$ cat config.mk
export PLATFORM = sky130hd
export DESIGN_NAME = hilo_mdu
export DESIGN_NICKNAME = d
export VERILOG_FILES = /design/src/rtl/hilo_mdu.sv
export SDC_FILE = /design/constraint.sdc
export NUM_CORES = 1
export LEC_CHECK = 0
export ABC_AREA = 1
export CORE_MARGIN = 2
export CORE_UTILIZATION = 30
export CTS_BUF_LIST = sky130_fd_sc_hd__clkbuf_16
export DETAILED_ROUTE_END_ITERATION = 6
export DONT_BUFFER_PORTS = 1
export PLACE_DENSITY = 0.48
export REMOVE_ABC_BUFFERS = 1
export SLEW_MARGIN = 20
export SYNTH_ARGS = -nofsm -noshare
export SYNTH_HDL_FRONTEND = slang
export SYNTH_SLANG_ARGS = --single-unit
$ cat constraint.sdc
create_clock -name clk -period 3.4 [get_ports clk]
set_input_delay 0.85 -clock clk [delete_from_list [all_inputs] [get_ports clk]]
set_output_delay 0.85 -clock clk [all_outputs]
set_load 0.01 [all_outputs]
$ cat src/rtl/hilo_mdu.sv
// hilo_mdu: HI/LO multiply/divide unit with iterative shift-add multiply and restoring divide.
// Define FAST_MUL_EN to replace the 32-cycle multiply with a single-cycle 64-bit multiplier.
module hilo_mdu #(
  parameter int DW = 32
) (
  input  logic          clk,
  input  logic          resetn,
  input  logic          start,
  input  logic [2:0]    op,
  input  logic [DW-1:0] src_a,
  input  logic [DW-1:0] src_b,
  input  logic          flush,
  output logic          stall,
  output logic          hi_we,
  output logic [DW-1:0] hi_wdata,
  output logic          lo_we,
  output logic [DW-1:0] lo_wdata
);
  typedef enum logic [1:0] {IDLE, MUL, DIV, DONE} state_t;
  state_t          state_q, state_d;
  logic [4:0]      count_q, count_d;
  logic [DW-1:0]   m_q, m_d;
  logic [2*DW-1:0] p_q, p_d;
  logic            neg_q, neg_d, rneg_q, rneg_d;
  logic            hi_we_q, hi_we_d, lo_we_q, lo_we_d;
  logic [DW-1:0]   hi_q, hi_d, lo_q, lo_d;
  logic            acc, sgn, last, ge;
  logic [DW-1:0]   abs_a, abs_b, quo, rem;
  logic [DW:0]     r;
  logic [2*DW-1:0] mul_next, div_next, res;
`ifndef FAST_MUL_EN
  logic [DW:0]     sum;
`endif
  // p_q holds {hi, multiplier} while multiplying and {remainder, dividend/quotient} while dividing
  always_comb begin
    acc = resetn && start && !flush && state_q == IDLE;
    sgn = op == 3'd1 || op == 3'd3;
    abs_a = sgn && src_a[DW-1] ? -src_a : src_a;
    abs_b = sgn && src_b[DW-1] ? -src_b : src_b;
`ifdef FAST_MUL_EN
    mul_next = {{DW{1'b0}}, m_q} * {{DW{1'b0}}, p_q[DW-1:0]};
    last = state_q == MUL || count_q == 5'd31;
`else
    sum = {1'b0, p_q[2*DW-1:DW]} + (p_q[0] ? {1'b0, m_q} : '0);
    mul_next = {sum, p_q[DW-1:1]};
    last = count_q == 5'd31;
`endif
    r = p_q[2*DW-1:DW-1];
    ge = r >= {1'b0, m_q};
    div_next = {ge ? r[DW-1:0] - m_q : r[DW-1:0], p_q[DW-2:0], ge};
    quo = neg_q ? -div_next[DW-1:0] : div_next[DW-1:0];
    rem = rneg_q ? -div_next[2*DW-1:DW] : div_next[2*DW-1:DW];
    res = state_q == MUL ? (neg_q ? -mul_next : mul_next) : {rem, quo};
    stall = (acc && op >= 3'd1 && op <= 3'd4) || state_q == MUL || state_q == DIV;
    state_d = state_q;
    count_d = count_q;
    m_d = m_q;
    p_d = p_q;
    neg_d = neg_q;
    rneg_d = rneg_q;
    hi_we_d = 1'b0;
    lo_we_d = 1'b0;
    hi_d = hi_q;
    lo_d = lo_q;
    if (acc) begin
      if (op >= 3'd1 && op <= 3'd4) begin
        state_d = op <= 3'd2 ? MUL : DIV;
        m_d = op <= 3'd2 ? abs_a : abs_b;
        p_d = {{DW{1'b0}}, op <= 3'd2 ? abs_b : abs_a};
        count_d = 5'd0;
        neg_d = sgn && (src_a[DW-1] ^ src_b[DW-1]);
        rneg_d = sgn && src_a[DW-1];
      end
      hi_we_d = op == 3'd5;
      lo_we_d = op == 3'd6;
      hi_d = op == 3'd5 ? src_a : hi_q;
      lo_d = op == 3'd6 ? src_a : lo_q;
    end else if (state_q == MUL || state_q == DIV) begin
      if (flush) state_d = IDLE;
      else begin
        count_d = count_q + 5'd1;
        p_d = state_q == MUL ? mul_next : div_next;
        if (last) begin
          state_d = DONE;
          hi_we_d = 1'b1;
          lo_we_d = 1'b1;
          hi_d = res[2*DW-1:DW];
          lo_d = res[DW-1:0];
        end
      end
    end else if (state_q == DONE) state_d = IDLE;
  end
  always_ff @(posedge clk or negedge resetn) begin
    if (!resetn) begin
      state_q <= IDLE;
      count_q <= '0;
      m_q <= '0;
      p_q <= '0;
      neg_q <= 1'b0;
      rneg_q <= 1'b0;
      hi_we_q <= 1'b0;
      lo_we_q <= 1'b0;
      hi_q <= '0;
      lo_q <= '0;
    end else begin
      state_q <= state_d;
      count_q <= count_d;
      m_q <= m_d;
      p_q <= p_d;
      neg_q <= neg_d;
      rneg_q <= rneg_d;
      hi_we_q <= hi_we_d;
      lo_we_q <= lo_we_d;
      hi_q <= hi_d;
      lo_q <= lo_d;
    end
  end
  assign hi_we = hi_we_q;
  assign lo_we = lo_we_q;
  assign hi_wdata = hi_q;
  assign lo_wdata = lo_q;
endmodule

==> results.yml <==
outcome:
  run_status: "completed"
timing:
  maxSlewViolCount: 0
  worst_clock_skew_ps: 16.0
  hold_viol: 0
  final_critical_period_ps: 3400
  timing.fmax_mhz: 294
  timing.final.crit_share_pct: 99.9
  worst-slew-pin-transition_ps: 763
  final.hold.worst_slack_ps: 70.0
  rsz0062_at_grt: "true"
  setup_viol_count_final: 0
  slew_headroom_pct: 49.1
worst_setup_path:
  critical_path_at_ps: 3770
  worstSetupStartpointType: "flop"
  ff2ff_setup_slack_ps: 3
  critical_path.reg2reg.startpoint: "p_q[0]$_DFFE_PN0P_"
  cp_top_family: "simple AND/OR/NAND/NOR gates"
  worst-setup-path-type: "reg2reg"
  r2r-end: "hi_wdata[20]$_DFFE_PN0P_"
  critical_path.endpoint_type: "flop"
  slowest_delay_ps: 510
  worst_ep_required_time_ps: 3770
  worstPathMaxFanout: 8
  cp_num_buf_inv: 3
  critical_path.cell_chain: "nand2_2, inv_2, ha_4, fa_2, nand3_2, nand2_4, a21oi_4, o21ai_2, buf_6, nand2_2, nand3b_1, nand2_2, nand2_4, nor2_4, buf_4, nand3_1, nand2_1, nand2_1, o21ai_2, nand2_1, o21ai_2, a21oi_1"
  reg2reg_depth: 22
  cp_slowest_cell: "sky130_fd_sc_hd__dfrtp_2"
floorplan:
  core-area_um2: 61900
  row_count: 91
  design.die.area_um2: 64800
  die_width_um: 255
  initial_utilization_pct: 30.4
  top_level_ports: 138
  die_height_um: 255
hold_path:
  worst_hold_path_type: "in2async"
clock_tree:
  cell_at_the_root_of_the_clock_tree: "sky130_fd_sc_hd__clkbuf_16"
  clock_tree.buffer_depth: 2
  cts.reportedPaths.clkPinSlew_ps: 80
  cts_inserted_buffers: 17
  tritoncts: "built"
  holdBufCountCts: 0
  number_of_clock_sinks_seen_by_cts: 171
  deepest_level_of_the_cts_h_tree: 4
  clock_insertion_delay_worst_skew_ps: 490
global_route:
  grt_max_degree: 173
  groute.usage.overall_pct: 27.7
  first_global_vias: 21969
  overflow: 0
  initial_antenna_violation_count: 1
  global_route_wire_length_before_repair_mm: 134
cells_and_area:
  nets: 3856
  finished_layout_cell_area_um2: 26800
  drive_above_1_share_pct: 29.6
  area.growth.synth_to_final_pct: 42.0
logic_synthesis:
  yosys_warnings: 0
  netlist_area_um2: 18800
  synth_most_common_cell: "sky130_fd_sc_hd__nand2_1"
  number_of_flops_mapped_to_enable_cells_by_yosys: 0
  synth.largest_area_cell: "sky130_fd_sc_hd__dfrtp_1"
  synth_cells: 3201
  netlist.area_leader.share_pct: 22.7
  synth_seq_cells: 171
  synth_ff_type: "sky130_fd_sc_hd__dfrtp_1"
  avgSynthCellArea_um2: 5.89
  ys_seq_area_share_pct: 22.7
  netlist-cell-type-count: 61
  synth-async-reset-ratio_pct: 100
  synth.area.top_cells: "sky130_fd_sc_hd__dfrtp_1 (23%), sky130_fd_sc_hd__nand2_1 (17%), sky130_fd_sc_hd__inv_1 (8.7%), sky130_fd_sc_hd__nor2_1 (8.5%), sky130_fd_sc_hd__o21ai_0 (7.1%)"
  synth_commonest_cells: "sky130_fd_sc_hd__nand2_1 (842), sky130_fd_sc_hd__inv_1 (437), sky130_fd_sc_hd__nor2_1 (426)"
placed_design:
  place.gp.congestion: 0.946
  post_dp_cell_area_um2: 23700
  detailed_place_hpwl_mm: 72.1
  placement.io_buffers: 0
route:
  number_of_nets_with_antenna_violations_after_routing: 0
  detail_route.first_pass.iterations: 7
  drt_iter0_markers: 1735
  vias: 23184
  wl_per_cell_um: 20.1
  detail_route.wirelength_mm: 91.6
  drc: 0
  route.detailed.vias_per_inst: 5.09
job:
  max_cap_viol_count: 0
-- per-stage QoR --
| stage | std cells | setup slack [ps] | TNS (ps) | util (%) |
|---|---|---|---|---|
| after floorplan | 3076 | -3530 | -449630 | - |
| after global placement | 4477 | -573 | -10460 | 38.2 |
| after detailed placement | 4477 | -517 | -9470 | 38.2 |
| after CTS | 4522 | 0.222 | 0 | 40.6 |
| after global routing | 4558 | -183 | -2410 | 43.2 |
| final | 4559 | 2.82 | 0 | 43.2 |
-- layout by cell type (no fill, tap or decap), types with 46 or more instances in the layout --
cell                      count
sky130_fd_sc_hd__a21oi_1    141
sky130_fd_sc_hd__buf_4      580
sky130_fd_sc_hd__dfrtp_1    168
sky130_fd_sc_hd__ha_4        49
sky130_fd_sc_hd__inv_1      396
sky130_fd_sc_hd__inv_2       46
sky130_fd_sc_hd__nand2_1    748
sky130_fd_sc_hd__nand2_2     99
sky130_fd_sc_hd__nand3_1    168
sky130_fd_sc_hd__nor2_1     354
sky130_fd_sc_hd__nor2_2      57
sky130_fd_sc_hd__o21ai_0    232
sky130_fd_sc_hd__xor2_1      79
-- worst max path at each step --
stage                        startpoint                        to  slack [ps]  cells after the start
CTS                 m_q[26]$_DFFE_PN0P_  hi_wdata[28]$_DFFE_PN0P_         0.2                     25
global placement               src_a[1]       m_q[28]$_DFFE_PN0P_        -570                     16
global route         p_q[0]$_DFFE_PN0P_  hi_wdata[31]$_DFFE_PN0P_        -180                     24
finish               p_q[0]$_DFFE_PN0P_  hi_wdata[20]$_DFFE_PN0P_           3                     22
detailed placement   p_q[0]$_DFFE_PN0P_  hi_wdata[14]$_DFFE_PN0P_        -520                     17
floorplan                         flush       p_q[24]$_DFFE_PN0P_       -3530                     10
-- repair_timing --
action | CTS | global route
gates resized for setup | 165 | 359
gates cloned | 0 | 2
setup buffers | 13 | 35
hold endpoints to repair | 0 | 0
pin swaps | 30 | 126
setup endpoints to repair | 43 | 56
-- cells by family after synthesis --
family                   share of synthesized area (%)
flip-flops                                        22.7
AND/OR/NAND/NOR                                   36.4
adder cells (fa/ha/maj)                           5.19
buffers and inverters                             11.8
AO/OA/AOI/OAI                                     19.3
XOR/XNOR                                          4.56
-- final cells by class --
class / count / area, um2
fillers: 6732 / 35200
multi-input cells: 2453 / 14300
repair buffers: 613 / 4810
flip-flops and latches: 171 / 4280
inverters: 452 / 1720
well taps: 837 / 1050
clock buffers: 17 / 425
clock inverters: 15 / 151
diodes: 1 / 2.50
-- worst register-to-register path, cell delays in order (launching register included) --
cell	delay, ps
sky130_fd_sc_hd__dfrtp_2	510
sky130_fd_sc_hd__nand2_2	110
sky130_fd_sc_hd__inv_2	50
sky130_fd_sc_hd__ha_4	160
sky130_fd_sc_hd__fa_2	390
sky130_fd_sc_hd__nand3_2	90
sky130_fd_sc_hd__nand2_4	70
sky130_fd_sc_hd__a21oi_4	290
sky130_fd_sc_hd__o21ai_2	120
sky130_fd_sc_hd__buf_6	130
sky130_fd_sc_hd__nand2_2	60
sky130_fd_sc_hd__nand3b_1	90
sky130_fd_sc_hd__nand2_2	130
sky130_fd_sc_hd__nand2_4	80
sky130_fd_sc_hd__nor2_4	180
sky130_fd_sc_hd__buf_4	130
sky130_fd_sc_hd__nand3_1	60
sky130_fd_sc_hd__nand2_1	90
sky130_fd_sc_hd__nand2_1	70
sky130_fd_sc_hd__o21ai_2	100
sky130_fd_sc_hd__nand2_1	90
sky130_fd_sc_hd__o21ai_2	210
sky130_fd_sc_hd__a21oi_1	90
-- sequential cells by signal, summed over array words and instances (netlist names) --
| register | cells |
|---|---|
| p_q | 64 |
| hi_wdata | 32 |
| rneg_q | 1 |
| state_q | 2 |
| lo_wdata | 32 |
| count_q | 5 |
| m_q | 32 |
| lo_we | 1 |
| hi_we | 1 |
| neg_q | 1 |
-- metal layers --
| layer | part of all wire (%) | vias up | global-route usage [%] |
|---|---|---|---|
| met3 | 6.2 | 164 | 4.15 |
| met1 | 43 | 10855 | 35.9 |
| met5 | 0.014 | - | 0 |
| li1 | - | 11440 | - |
| met4 | 3.9 | 2 | 10.2 |
| met2 | 46 | 723 | 46.6 |
Power is not shown: default switching activity piles up to over one toggle a cycle in this logic, so the estimate is an artifact.
